--- src/rtl/cond_exec_stage.sv ---
// rtl/cond_exec_stage.sv - execute-stage pipeline register with condition-gated controls and flag register
//
// Purpose: holds the decode-stage controls for the instruction in execute, checks
// its condition field against the stored NZCV flags, suppresses writes and
// branches that fail the condition, and updates the flags from the ALU.
//
// Ports:
//   clk, reset          rising-edge clock, asynchronous active-low reset
//   StallE, FlushE      hold / bubble the execute register (FlushE wins)
//   PCSD .. NoWriteD    decode-stage control bits
//   FlagWD[1:0]         flag-write enables: bit1 = N,Z; bit0 = C,V
//   ALUControlD[4:0]    ALU operation select
//   CondD[3:0]          instruction condition field
//   ALUFlags[3:0]       {N,Z,C,V} produced for the instruction held in E
//   ALUControlE, ALUSrcE, MemtoRegE   registered pass-through
//   RegWriteE, MemWriteE, PCSrcE, BranchTakenE, CondExE   condition-gated controls
//   Flags[3:0]          architectural {N,Z,C,V}
module cond_exec_stage (
  input  logic       clk,
  input  logic       reset,
  input  logic       StallE,
  input  logic       FlushE,
  input  logic       PCSD,
  input  logic       RegWD,
  input  logic       MemWD,
  input  logic       MemtoRegD,
  input  logic       ALUSrcD,
  input  logic       BranchD,
  input  logic       NoWriteD,
  input  logic [1:0] FlagWD,
  input  logic [4:0] ALUControlD,
  input  logic [3:0] CondD,
  input  logic [3:0] ALUFlags,
  output logic [4:0] ALUControlE,
  output logic       ALUSrcE,
  output logic       MemtoRegE,
  output logic       RegWriteE,
  output logic       MemWriteE,
  output logic       PCSrcE,
  output logic       BranchTakenE,
  output logic       CondExE,
  output logic [3:0] Flags
);

  logic       pcs_e;
  logic       regw_e;
  logic       memw_e;
  logic       memtoreg_e;
  logic       alusrc_e;
  logic       branch_e;
  logic       nowrite_e;
  logic [1:0] flagw_e;
  logic [4:0] alucontrol_e;
  logic [3:0] cond_e;

  // Execute register: flush inserts an all-zero bubble even when stalled.
  always_ff @(posedge clk or negedge reset) begin
    if (!reset) begin
      pcs_e        <= 1'b0;
      regw_e       <= 1'b0;
      memw_e       <= 1'b0;
      memtoreg_e   <= 1'b0;
      alusrc_e     <= 1'b0;
      branch_e     <= 1'b0;
      nowrite_e    <= 1'b0;
      flagw_e      <= 2'b00;
      alucontrol_e <= 5'd0;
      cond_e       <= 4'd0;
    end else if (FlushE) begin
      pcs_e        <= 1'b0;
      regw_e       <= 1'b0;
      memw_e       <= 1'b0;
      memtoreg_e   <= 1'b0;
      alusrc_e     <= 1'b0;
      branch_e     <= 1'b0;
      nowrite_e    <= 1'b0;
      flagw_e      <= 2'b00;
      alucontrol_e <= 5'd0;
      cond_e       <= 4'd0;
    end else if (!StallE) begin
      pcs_e        <= PCSD;
      regw_e       <= RegWD;
      memw_e       <= MemWD;
      memtoreg_e   <= MemtoRegD;
      alusrc_e     <= ALUSrcD;
      branch_e     <= BranchD;
      nowrite_e    <= NoWriteD;
      flagw_e      <= FlagWD;
      alucontrol_e <= ALUControlD;
      cond_e       <= CondD;
    end
  end

  // Condition check uses the stored flags, i.e. the state left by older
  // instructions, never the flags this instruction is producing.
  logic flag_n, flag_z, flag_c, flag_v;
  assign {flag_n, flag_z, flag_c, flag_v} = Flags;

  always_comb begin
    CondExE = 1'b0;
    unique case (cond_e)
      4'b0000: CondExE = flag_z;
      4'b0001: CondExE = ~flag_z;
      4'b0010: CondExE = flag_c;
      4'b0011: CondExE = ~flag_c;
      4'b0100: CondExE = flag_n;
      4'b0101: CondExE = ~flag_n;
      4'b0110: CondExE = flag_v;
      4'b0111: CondExE = ~flag_v;
      4'b1000: CondExE = flag_c & ~flag_z;
      4'b1001: CondExE = ~flag_c | flag_z;
      4'b1010: CondExE = (flag_n == flag_v);
      4'b1011: CondExE = (flag_n != flag_v);
      4'b1100: CondExE = ~flag_z & (flag_n == flag_v);
      4'b1101: CondExE = flag_z | (flag_n != flag_v);
      default: CondExE = 1'b1;
    endcase
  end

  assign ALUControlE  = alucontrol_e;
  assign ALUSrcE      = alusrc_e;
  assign MemtoRegE    = memtoreg_e;
  assign RegWriteE    = regw_e & CondExE & ~nowrite_e;
  assign MemWriteE    = memw_e & CondExE;
  assign BranchTakenE = branch_e & CondExE;
  assign PCSrcE       = (pcs_e | branch_e) & CondExE;

  // Flags commit only on the edge where the instruction leaves E, so a stalled
  // instruction cannot write them more than once.
  logic upd_nz, upd_cv;
  assign upd_nz = flagw_e[1] & CondExE & ~StallE;
  assign upd_cv = flagw_e[0] & CondExE & ~StallE;

  always_ff @(posedge clk or negedge reset) begin
    if (!reset) begin
      Flags <= 4'b0000;
    end else begin
      if (upd_nz) Flags[3:2] <= ALUFlags[3:2];
      if (upd_cv) Flags[1:0] <= ALUFlags[1:0];
    end
  end

endmodule

--- config.mk ---
export PLATFORM = sky130hd
export DESIGN_NAME = cond_exec_stage
export DESIGN_NICKNAME = d
export VERILOG_FILES = /design/src/rtl/cond_exec_stage.sv
export SDC_FILE = /design/constraint.sdc
export NUM_CORES = 1
export LEC_CHECK = 0
export ABC_AREA = 1
export BUFFER_PORTS_ARGS = -buffer_cell sky130_fd_sc_hd__buf_4
export CAP_MARGIN = 20
export CORE_ASPECT_RATIO = 1.25
export CORE_MARGIN = 2
export CORE_UTILIZATION = 51
export DETAILED_ROUTE_END_ITERATION = 6
export PLACE_DENSITY = 0.83
export SYNTH_ARGS = -nofsm -noshare
export SYNTH_HDL_FRONTEND = slang
export SYNTH_SLANG_ARGS = --single-unit
--- constraint.sdc ---
create_clock -name clk -period 3.4 [get_ports clk]
set_input_delay 0.51 -clock clk [delete_from_list [all_inputs] [get_ports clk]]
set_output_delay 0.51 -clock clk [all_outputs]
set_load 0.02 [all_outputs]
=== Word-level counts from Yosys, hierarchy flattened ===
Index checks and enable logic that the tools add are counted.

* Register bits: 22
* Bits of input ports: 26
* Output and inout port bits: 16
* Word-level logic and storage cells: 70

* Equality and inequality tests: 16
* Muxes and demuxes: 21
* Bitwise logic cells: 20
* Reductions and logical operators: 1

{| class="wikitable"
|+ Operators by type and width
! kind !! number
|-
| == test 4 bit (second input constant) || 6
|-
| == test 4 x 3 -> 1 bit (second input constant) || 4
|-
| two-way mux 1 bit || 14
|-
| one-hot mux 1 bit (14 select lines) || 1
|-
| bitwise AND 1 bit || 11
|-
| two-way mux 5 bit || 2
|-
| == test 4 x 2 -> 1 bit (second input constant) || 2
|-
| two-way mux 4 bit || 2
|-
| inverter 1 bit || 6
|-
| == test 4 x 1 -> 1 bit (second input constant) || 1
|-
| logical NOT 4 bit || 1
|-
| two-way mux 2 bit || 2
|-
| OR 1 bit || 3
|-
| != test 2 x 1 -> 1 bit (second input constant) || 1
|-
| == test 1 bit || 1
|-
| != test 1 bit || 1
|}

=== Logic depth before layout (Yosys ltp) ===
Gate-level depths: netlist of the first run.

* Word-level depth: 5
* Mapped depth: 11
* Depth with buffers taken out: 11

=== Worst setup path after synthesis of the first run ===
No wires, ideal clock.

* Path type: reg-to-output
* From: reg Flags[0]
* To: out BranchTakenE
* Data arrival time: 1.447 ns
* Data required time: 2.890 ns
* Path slack: 1.443 ns
* Cell stages (with the launch flop): 9
* Path buffers: 0
* Cells stage by stage: dfrtp_1 inv_1 nand2_1 nand3_2 a21oi_1 nor2_2 nand2_4 inv_2 nor2_1

* Word-level cells in the longest chain between the ends: 4
* Elaborated cells on any way between the ends: 7
* Classes of those cells: 2 x eq/ne; 1 x mux; 4 x bitwise

{| class="wikitable"
|+ RTL lines
! element !! line !! text
|-
| start, declared || 42 || <nowiki>output logic [3:0] Flags</nowiki>
|-
| start signal, assigned || 139 || <nowiki>if (upd_cv) Flags[1:0] <= ALUFlags[1:0];</nowiki>
|-
| != test 1 bit or == test 1 bit (tied branches) || n/a ||
|-
| OR 1 bit or bitwise AND 1 bit (tied branches) || 115, 114 ||
|-
| one-hot mux 1 bit (14 select lines) * || 101 || <nowiki>unique case (cond_e)</nowiki>
|-
| named net CondExE || 41 || <nowiki>output logic CondExE,</nowiki>
|-
| bitwise AND 1 bit * || 125 || <nowiki>assign BranchTakenE = branch_e & CondExE;</nowiki>
|-
| end, declared || 40 || <nowiki>output logic BranchTakenE,</nowiki>
|}

Mark *: on every way through the listed nets, which the timed path passes. The rest lies on a longest branch.

=== Final worst setup path of the first run ===
* From: reg cond_e[1]
* To: out BranchTakenE

* Word-level cells in the longest chain between the ends: 3
* Elaborated cells on any way between the ends: 16
* Classes of those cells: 13 x eq/ne; 1 x mux; 1 x bitwise; 1 x reduce/logical

{| class="wikitable"
|+ RTL lines
! element !! line !! text
|-
| start, declared || 54 || <nowiki>logic [3:0] cond_e;</nowiki>
|-
| start signal, assigned || 90 || <nowiki>cond_e <= CondD;</nowiki>
|-
| == test 4 bit, or another cell as far along || 101 ||
|-
| one-hot mux 1 bit (14 select lines) * || 101 ||
|-
| bitwise AND 1 bit * || 125 ||
|}

Mark *: on every way between the ends. The rest lies on a longest branch, timed or not.

==> impl_metrics.toml, run 1 <==
[status]
result_of_the_run = "complete, no violations"

[timing]
setup_repair_after_global_routing_missed_its_margin = "no"
final-max-slew-violation-count = 0
fin_ws_ns = 1.14
endpoints_failing_hold = 0
skew_ns = 0.00653
clock.fmax_ghz = 0.442
layout_worst_path_cycle_share = 0.665
fin_setup_tns_ns = 0
period_needed_ns = 2.26
setup_viol_count_final = 0
tightestPinTransition_ns = 0.647
slew_headroom = 0.566

[synthesis]
synth_top_cell_by_area = "sky130_fd_sc_hd__dfrtp_1"
synth_edf_count = 0
mappedNetlistArea_um2 = 1130
synth.mux.area_fraction = 0
synth_area_per_cell_um2 = 7.46
netlist-cell-type-count = 15
synth_area_leaders = "sky130_fd_sc_hd__dfrtp_1 49%, sky130_fd_sc_hd__nand3_1 14%, sky130_fd_sc_hd__nand2_1 12%, sky130_fd_sc_hd__o21ai_0 6.6%, sky130_fd_sc_hd__inv_1 4.0%"
post_synth_top_flop = "sky130_fd_sc_hd__dfrtp_1"
top_cells_by_count_synth = "36 x sky130_fd_sc_hd__nand2_1, 32 x sky130_fd_sc_hd__nand3_1, 22 x sky130_fd_sc_hd__dfrtp_1"
synth-seq-area-share = 0.486
complex_gate_fraction_of_the_synthesized_area = 0.0916
netlist_instances = 152
largest_family_of_logic_cells_by_synthesized_area = "simple AND/OR/NAND/NOR gates"
syn_nets = 178
synthesis.yosys.warnings = 0
synth_simple_gate_area_share = 0.347
post_synth_xor_area_fraction = 0
synth_top_cell_area_share = 0.486
ys_ff_latch = 22
synth-adder-area-share = 0
synth_async_sr_flop_share = 1.00
synth.most_common_cell = "sky130_fd_sc_hd__nand2_1"

[global_route]
first_global_vias = 1105
grt_pass1_wl_mm = 4.50
maximum_number_of_pins_on_one_net_before_global_route_repair = 28
grt_util_all_layers = 0.233
gr-total-overflow = 0
antenna_found_initial = 0

[drt]
avgViaCountPerCell = 5.01
antenna_violating_nets_post_route = 0
dr.first_iter.drc_count = 24
route.vias.total = 1113
drc = 0
drt-wirelength-per-cell_um = 11.7
wirelength_mm = 2.60
drt_pass1_iterations = 4

[clocking]
h-tree-depth = 1
max_buffers_root_to_sink = 2
cts_hold_buffers = 0
cts_post_setup_buffers_inserted = 0
cts-root-buf = "sky130_fd_sc_hd__clkbuf_4"
cts_resized = 0
cts.clk_slew.worst_paths_ns = 0.12
numCtsBuffers = 3
clock_sink_count = 22
worstSkewPairLatency_ns = 0.30
tritoncts = "done"

[floorplanning]
initial_core_utilization = 0.524
ios = 42
die_area_um2 = 2620
die_width_um = 46.2
row_count = 19
floorplan.die.height_um = 56.7
core_um2 = 2160

[worst_setup_path]
timing.critical_path.buf_inv = 3
setup.worst_path.end_class = "primary output"
timing.critical_path.slowest_stage_cell = "sky130_fd_sc_hd__dfrtp_1"
critical_path_class = "flop to primary output"
worst_setup_path_start_kind = "flop"
timing.critical_path.cells = "inv_2, nand2_1, a21oi_1, nor2_1, nor2_2, nand2_4, inv_2, nor2_1, buf_4"
cp_max_fo = 8
cpPeakStageDelay_ns = 0.48
critical_path_required_ns = 2.89
worstPathArrival_ns = 1.75
critical_path.top_delay_family = "flip-flops"

[cells_and_area]
final_layout_size_suffix_gt1_frac = 0.293
n_antenna_cell = 0
seq_area_um2 = 551
n_fill_cell = 186
multi_input_gate_area_in_the_final_layout_um2 = 497
syn_to_final_growth_pct = 31.8
design.final.nets = 218

[placed_design]
gp_congestion = 0.837
numPortBuffers = 41
setup_ws_pre_cts_ns = 1.24
place_hpwl_mm = 2.07

[power]
gate_power_share = 0.387
share_seq_of_total_power = 0.434
power.ir.vdd_worst_mv = 0.482
netSwitchingFraction = 0.387
internal_power_w = 0.000485
static-leakage-power_nw = 0.775
power.clock.fraction = 0.179
netSwitchingPower_w = 0.000306
power.density_cell_area_nw_per_um2 = 530

[min_path]
holdCritPathClass = "input port to async pin"

[flow_run]
cap_violations = 0
[path summary, 6_finish.rpt]
kind | startpoint | to | slack (ns) | cells past startpoint
worst max-delay path | cond_e[1]$_DFFE_PN0P_ | BranchTakenE | 1.14 | 9
worst min-delay path | reset | MemtoRegE$_DFFE_PN0P_ | 0.07 | 1
worst max register to register | cond_e[1]$_DFFE_PN0P_ | Flags[3]$_DFFE_PN0P_ | 2.01 | 8
worst min register to register | regw_e$_DFFE_PN0P_ | regw_e$_DFFE_PN0P_ | 0.53 | 2
max in group asynchronous | reset | ALUControlE[2]$_DFFE_PN0P_ | 3.11 | 1
min in group clk | ALUFlags[0] | Flags[0]$_DFFE_PN0P_ | 0.43 | 3
[cells in the final DEF (no fill, tap or decap)]
master / count
sky130_fd_sc_hd__a21oi_1: 4
sky130_fd_sc_hd__a21oi_2: 1
sky130_fd_sc_hd__buf_4: 41
sky130_fd_sc_hd__clkbuf_4: 3
sky130_fd_sc_hd__clkbuf_8: 1
sky130_fd_sc_hd__clkinv_1: 2
sky130_fd_sc_hd__dfrtp_1: 22
sky130_fd_sc_hd__inv_1: 12
sky130_fd_sc_hd__inv_2: 3
sky130_fd_sc_hd__nand2_1: 36
sky130_fd_sc_hd__nand2_2: 3
sky130_fd_sc_hd__nand2_4: 1
sky130_fd_sc_hd__nand3_1: 32
sky130_fd_sc_hd__nand3_2: 1
sky130_fd_sc_hd__nor2_1: 12
sky130_fd_sc_hd__nor2_2: 2
sky130_fd_sc_hd__o21ai_0: 15
[registers in the layout (all words and copies together), names as in the netlist, 2 cells and up]
name and flops:
Flags 4, ALUControlE 5, cond_e 4, flagw_e 2
[stage by stage]
stage | instances | hold slack [ns] | instance area (um2) | util | power, W
after floorplan | 152 | 0.214 | 1130 | - | 0.000528
after global placement | 218 | 0.410 | 1460 | 0.674 | 0.000644
after detailed placement | 218 | 0.412 | 1460 | 0.674 | 0.000657
after CTS | 222 | 0.0679 | 1490 | 0.691 | 0.000798
after global routing | 222 | 0.0674 | 1490 | 0.691 | 0.000848
final | 222 | 0.0674 | 1490 | 0.691 | 0.000791
[power by group through the flow]
stage / clock [W] / sequential, W / combinational [W]
global route: 0.000158 / 0.000349 / 0.000341
detailed placement: 0 / 0.000348 / 0.000309
floorplan: 0 / 0.000368 / 0.000160
global placement: 0 / 0.000345 / 0.000299
finish: 0.000141 / 0.000343 / 0.000307
CTS: 0.000145 / 0.000343 / 0.000310
[cell families (layout without fill, tap and decap cells)]
kind of cell	Yosys count	count (layout)
compound gates	20	20
simple gates	87	87
buf+inv	23	62
flops	22	22
[metal layers]
metal | global-route usage | vias up | part of all wire
li1 | - | 566 | -
met1 | 0.308 | 516 | 0.42
met2 | 0.391 | 27 | 0.53
met3 | 0.0193 | 4 | 0.037
met4 | 0.0735 | 0 | 0.0092
met5 | 0 | - | 0
[final cells by class]
cell class | instances | area share
clock buffers | 4 | 0.0243
inverters | 17 | 0.0427
multi-input cells | 107 | 0.332
flip-flops and latches | 22 | 0.369
well taps | 31 | 0.0260
repair buffers | 41 | 0.206
Power figures use the tool's default switching activity.
==> inputs of run 2 (changes only) <==
- ABC_AREA: 1 -> 0
- CORE_UTILIZATION: 51 -> 48
- PLACE_DENSITY: 0.83 -> 0.79
- clock period: 3.4 -> 2.3 ns (I/O delays scaled with it)
==> impl_metrics.toml, run 2 <==
[floorplanning]
initial_core_utilization = 0.515
die_width_um = 47.8
ios = 42
die_area_um2 = 2810
core_um2 = 2230
floorplan.die.height_um = 58.8
row_count = 19

[drt]
route.vias.total = 972
dr.first_iter.drc_count = 20
drt-wirelength-per-cell_um = 14.7
antenna_violating_nets_post_route = 0
avgViaCountPerCell = 5.25
drc = 0
drt_pass1_iterations = 4
wirelength_mm = 2.71

[synthesis]
synth_async_sr_flop_share = 1.00
synth_area_leaders = "sky130_fd_sc_hd__dfrtp_1 48%, sky130_fd_sc_hd__mux2i_1 17%, sky130_fd_sc_hd__nor2_1 6.8%, sky130_fd_sc_hd__mux2_1 3.9%, sky130_fd_sc_hd__o311ai_2 2.8%"
synth_top_cell_area_share = 0.478
netlist-cell-type-count = 25
synth_top_cell_by_area = "sky130_fd_sc_hd__dfrtp_1"
synth.most_common_cell = "sky130_fd_sc_hd__dfrtp_1"
ys_ff_latch = 22
syn_nets = 129
synth_area_per_cell_um2 = 11.2
netlist_instances = 103
mappedNetlistArea_um2 = 1150
synthesis.yosys.warnings = 0
synth_edf_count = 0
post_synth_top_flop = "sky130_fd_sc_hd__dfrtp_1"
top_cells_by_count_synth = "22 x sky130_fd_sc_hd__dfrtp_1, 21 x sky130_fd_sc_hd__nor2_1, 19 x sky130_fd_sc_hd__mux2i_1"
synth-seq-area-share = 0.478

[cells_and_area]
n_fill_cell = 176
final_layout_size_suffix_gt1_frac = 0.487
postLayoutCellArea_um2 = 1650
layout.cells.most_common = "sky130_fd_sc_hd__buf_4"
design.final.nets = 182
final-instance-count-excl-fill = 185
finalCoreUtilization = 0.738
syn_to_final_growth_pct = 43.3
layout_common_cells = "50 x sky130_fd_sc_hd__buf_4, 21 x sky130_fd_sc_hd__nor2_1, 19 x sky130_fd_sc_hd__mux2i_1, 17 x sky130_fd_sc_hd__dfrtp_1, 5 x sky130_fd_sc_hd__dfrtp_2"
n_antenna_cell = 0
largest_reg_flops = 5

[clocking]
clock_sink_count = 22
numCtsBuffers = 3
max_buffers_root_to_sink = 2
cts.clk_slew.worst_paths_ns = 0.11
cts-root-buf = "sky130_fd_sc_hd__clkbuf_4"
h-tree-depth = 1
worstSkewPairLatency_ns = 0.30
tritoncts = "done"

[worst_setup_path]
worst_setup_path_start_kind = "flop"
cpPeakStageDelay_ns = 0.48
setup.worst_path.end_class = "primary output"
timing.critical_path.buf_inv = 2
worstPathArrival_ns = 1.92
cp_max_fo = 6
critical_path.top_delay_family = "simple AND/OR/NAND/NOR gates"
critical_path_required_ns = 1.96
timing.critical_path.cells = "buf_6, nor3b_2, a31oi_1, o32ai_2, nor3_4, nor2b_1, buf_4"
timing.critical_path.slowest_stage_cell = "sky130_fd_sc_hd__dfrtp_2"
critical_path_class = "flop to primary output"

[placed_design]
dp_cells = 168
numPortBuffers = 41
gp_congestion = 0.855
place_hpwl_mm = 1.74
post_dp_cell_area_um2 = 1450

[timing]
period_needed_ns = 2.27
setup_viol_count_final = 0
fin_setup_tns_ns = 0
layout_worst_path_cycle_share = 0.987
setup_repair_after_global_routing_missed_its_margin = "yes"
final-max-slew-violation-count = 0
slew_headroom = 0.736
tightestPinTransition_ns = 0.397
skew_ns = 0.000772
clock.fmax_ghz = 0.441
endpoints_failing_hold = 0

[power]
power.ir.vdd_worst_mv = 0.638
static-leakage-power_nw = 0.816
power.density_cell_area_nw_per_um2 = 750

[global_route]
grt_pass1_wl_mm = 4.12
first_global_vias = 950
gr-total-overflow = 0
antenna_found_initial = 0
grt_util_all_layers = 0.204
maximum_number_of_pins_on_one_net_before_global_route_repair = 23

[min_path]
holdCritPathClass = "input port to flop"

[flow_run]
cap_violations = 0

[status]
result_of_the_run = "complete, no violations"
run 2: changes by cell type in the layout (fill, tap and decap cells not counted), sizes merged, moves of 3 or more:
cell   previous run  this run
nand2            40         3
a21oi             5         2
inv              15         4
mux2              0         4
mux2i             0        19
nor2             14        21
buf              41        53
nor3b             0         3
o21ai            15         0
nand3            33         1
xnor2             0         3
run 2: area by class of cell:
cell class / count / area, um2 / share of cell area
sequential: 22 / 557 / 0.338
tap: 31 / 38.8 / 0.0235
timing repair buffer: 55 / 424 / 0.257
inverter: 4 / 15.0 / 0.00910
clock buffer: 3 / 22.5 / 0.0137
multi-input combinational: 70 / 592 / 0.359
run 2: worst register-to-register path, delay by kind of cell (launching register included):
family / cells / cell delay (ns)
buf+inv: 3 / 0.44
compound gates: 3 / 0.66
simple gates: 1 / 0.14
mux: 1 / 0.36
flops: 1 / 0.48
run 2: path summary, 6_finish.rpt:
kind | to | depth (start not counted) | startpoint | slack (ns)
worst max-delay path | BranchTakenE | 7 | cond_e[2]$_DFFE_PN0P_ | 0.03
max in group asynchronous | cond_e[3]$_DFFE_PN0P_ | 2 | reset | 1.61
worst min-delay path | Flags[2]$_DFFE_PN0P_ | 2 | ALUFlags[2] | 0.25
worst max register to register | Flags[1]$_DFFE_PN0P_ | 8 | cond_e[2]$_DFFE_PN0P_ | 0.13
worst min register to register | ALUControlE[3]$_DFFE_PN0P_ | 2 | ALUControlE[3]$_DFFE_PN0P_ | 0.54
min in group asynchronous | memw_e$_DFFE_PN0P_ | 2 | reset | 0.45
run 2: through the flow:
stage               setup WS (ns)  power, W  hold WS, ns
floorplan                   0.156  0.000777       0.0494
global placement            0.224  0.000936        0.245
detailed placement          0.184  0.000952        0.247
CTS                       0.00894   0.00116        0.251
global route              -0.0797   0.00131        0.240
finish                     0.0304   0.00124        0.250
run 2: timing repair:
item                                    in CTS  in global routing
pin swaps                                    2                  6
resized for setup                            6                 10
buffers inserted                             4                  9
hold buffers                                 1                  0
endpoints found under the setup margin       5                  5
hold endpoints to repair                    22                  0
run 2: logic make-up (layout without fill, tap and decap cells):
logic type,after synthesis,after routing,synth area share
multiplexers,23,23,0.204
AND/OR/NAND/NOR,32,32,0.123
flip-flops,22,22,0.478
XOR/XNOR,3,3,0.0228
AO/OA/AOI/OAI,12,12,0.117
buffers and inverters,11,62,0.0543
run 2: report_power, final:
part / switching (W) / internal, W
Combinational: 0.000256 / 0.000280
Sequential: 0.0000901 / 0.000441
Clock: 0.000107 / 0.0000611
Total: 0.000454 / 0.000783
run 2: layer usage:
metal | vias up | GRT usage | part of all wire
met2 | 36 | 0.326 | 0.54
li1 | 460 | - | -
met3 | 6 | 0.0215 | 0.055
met4 | 0 | 0.0965 | 0.022
met1 | 470 | 0.270 | 0.38
met5 | - | 0 | 0
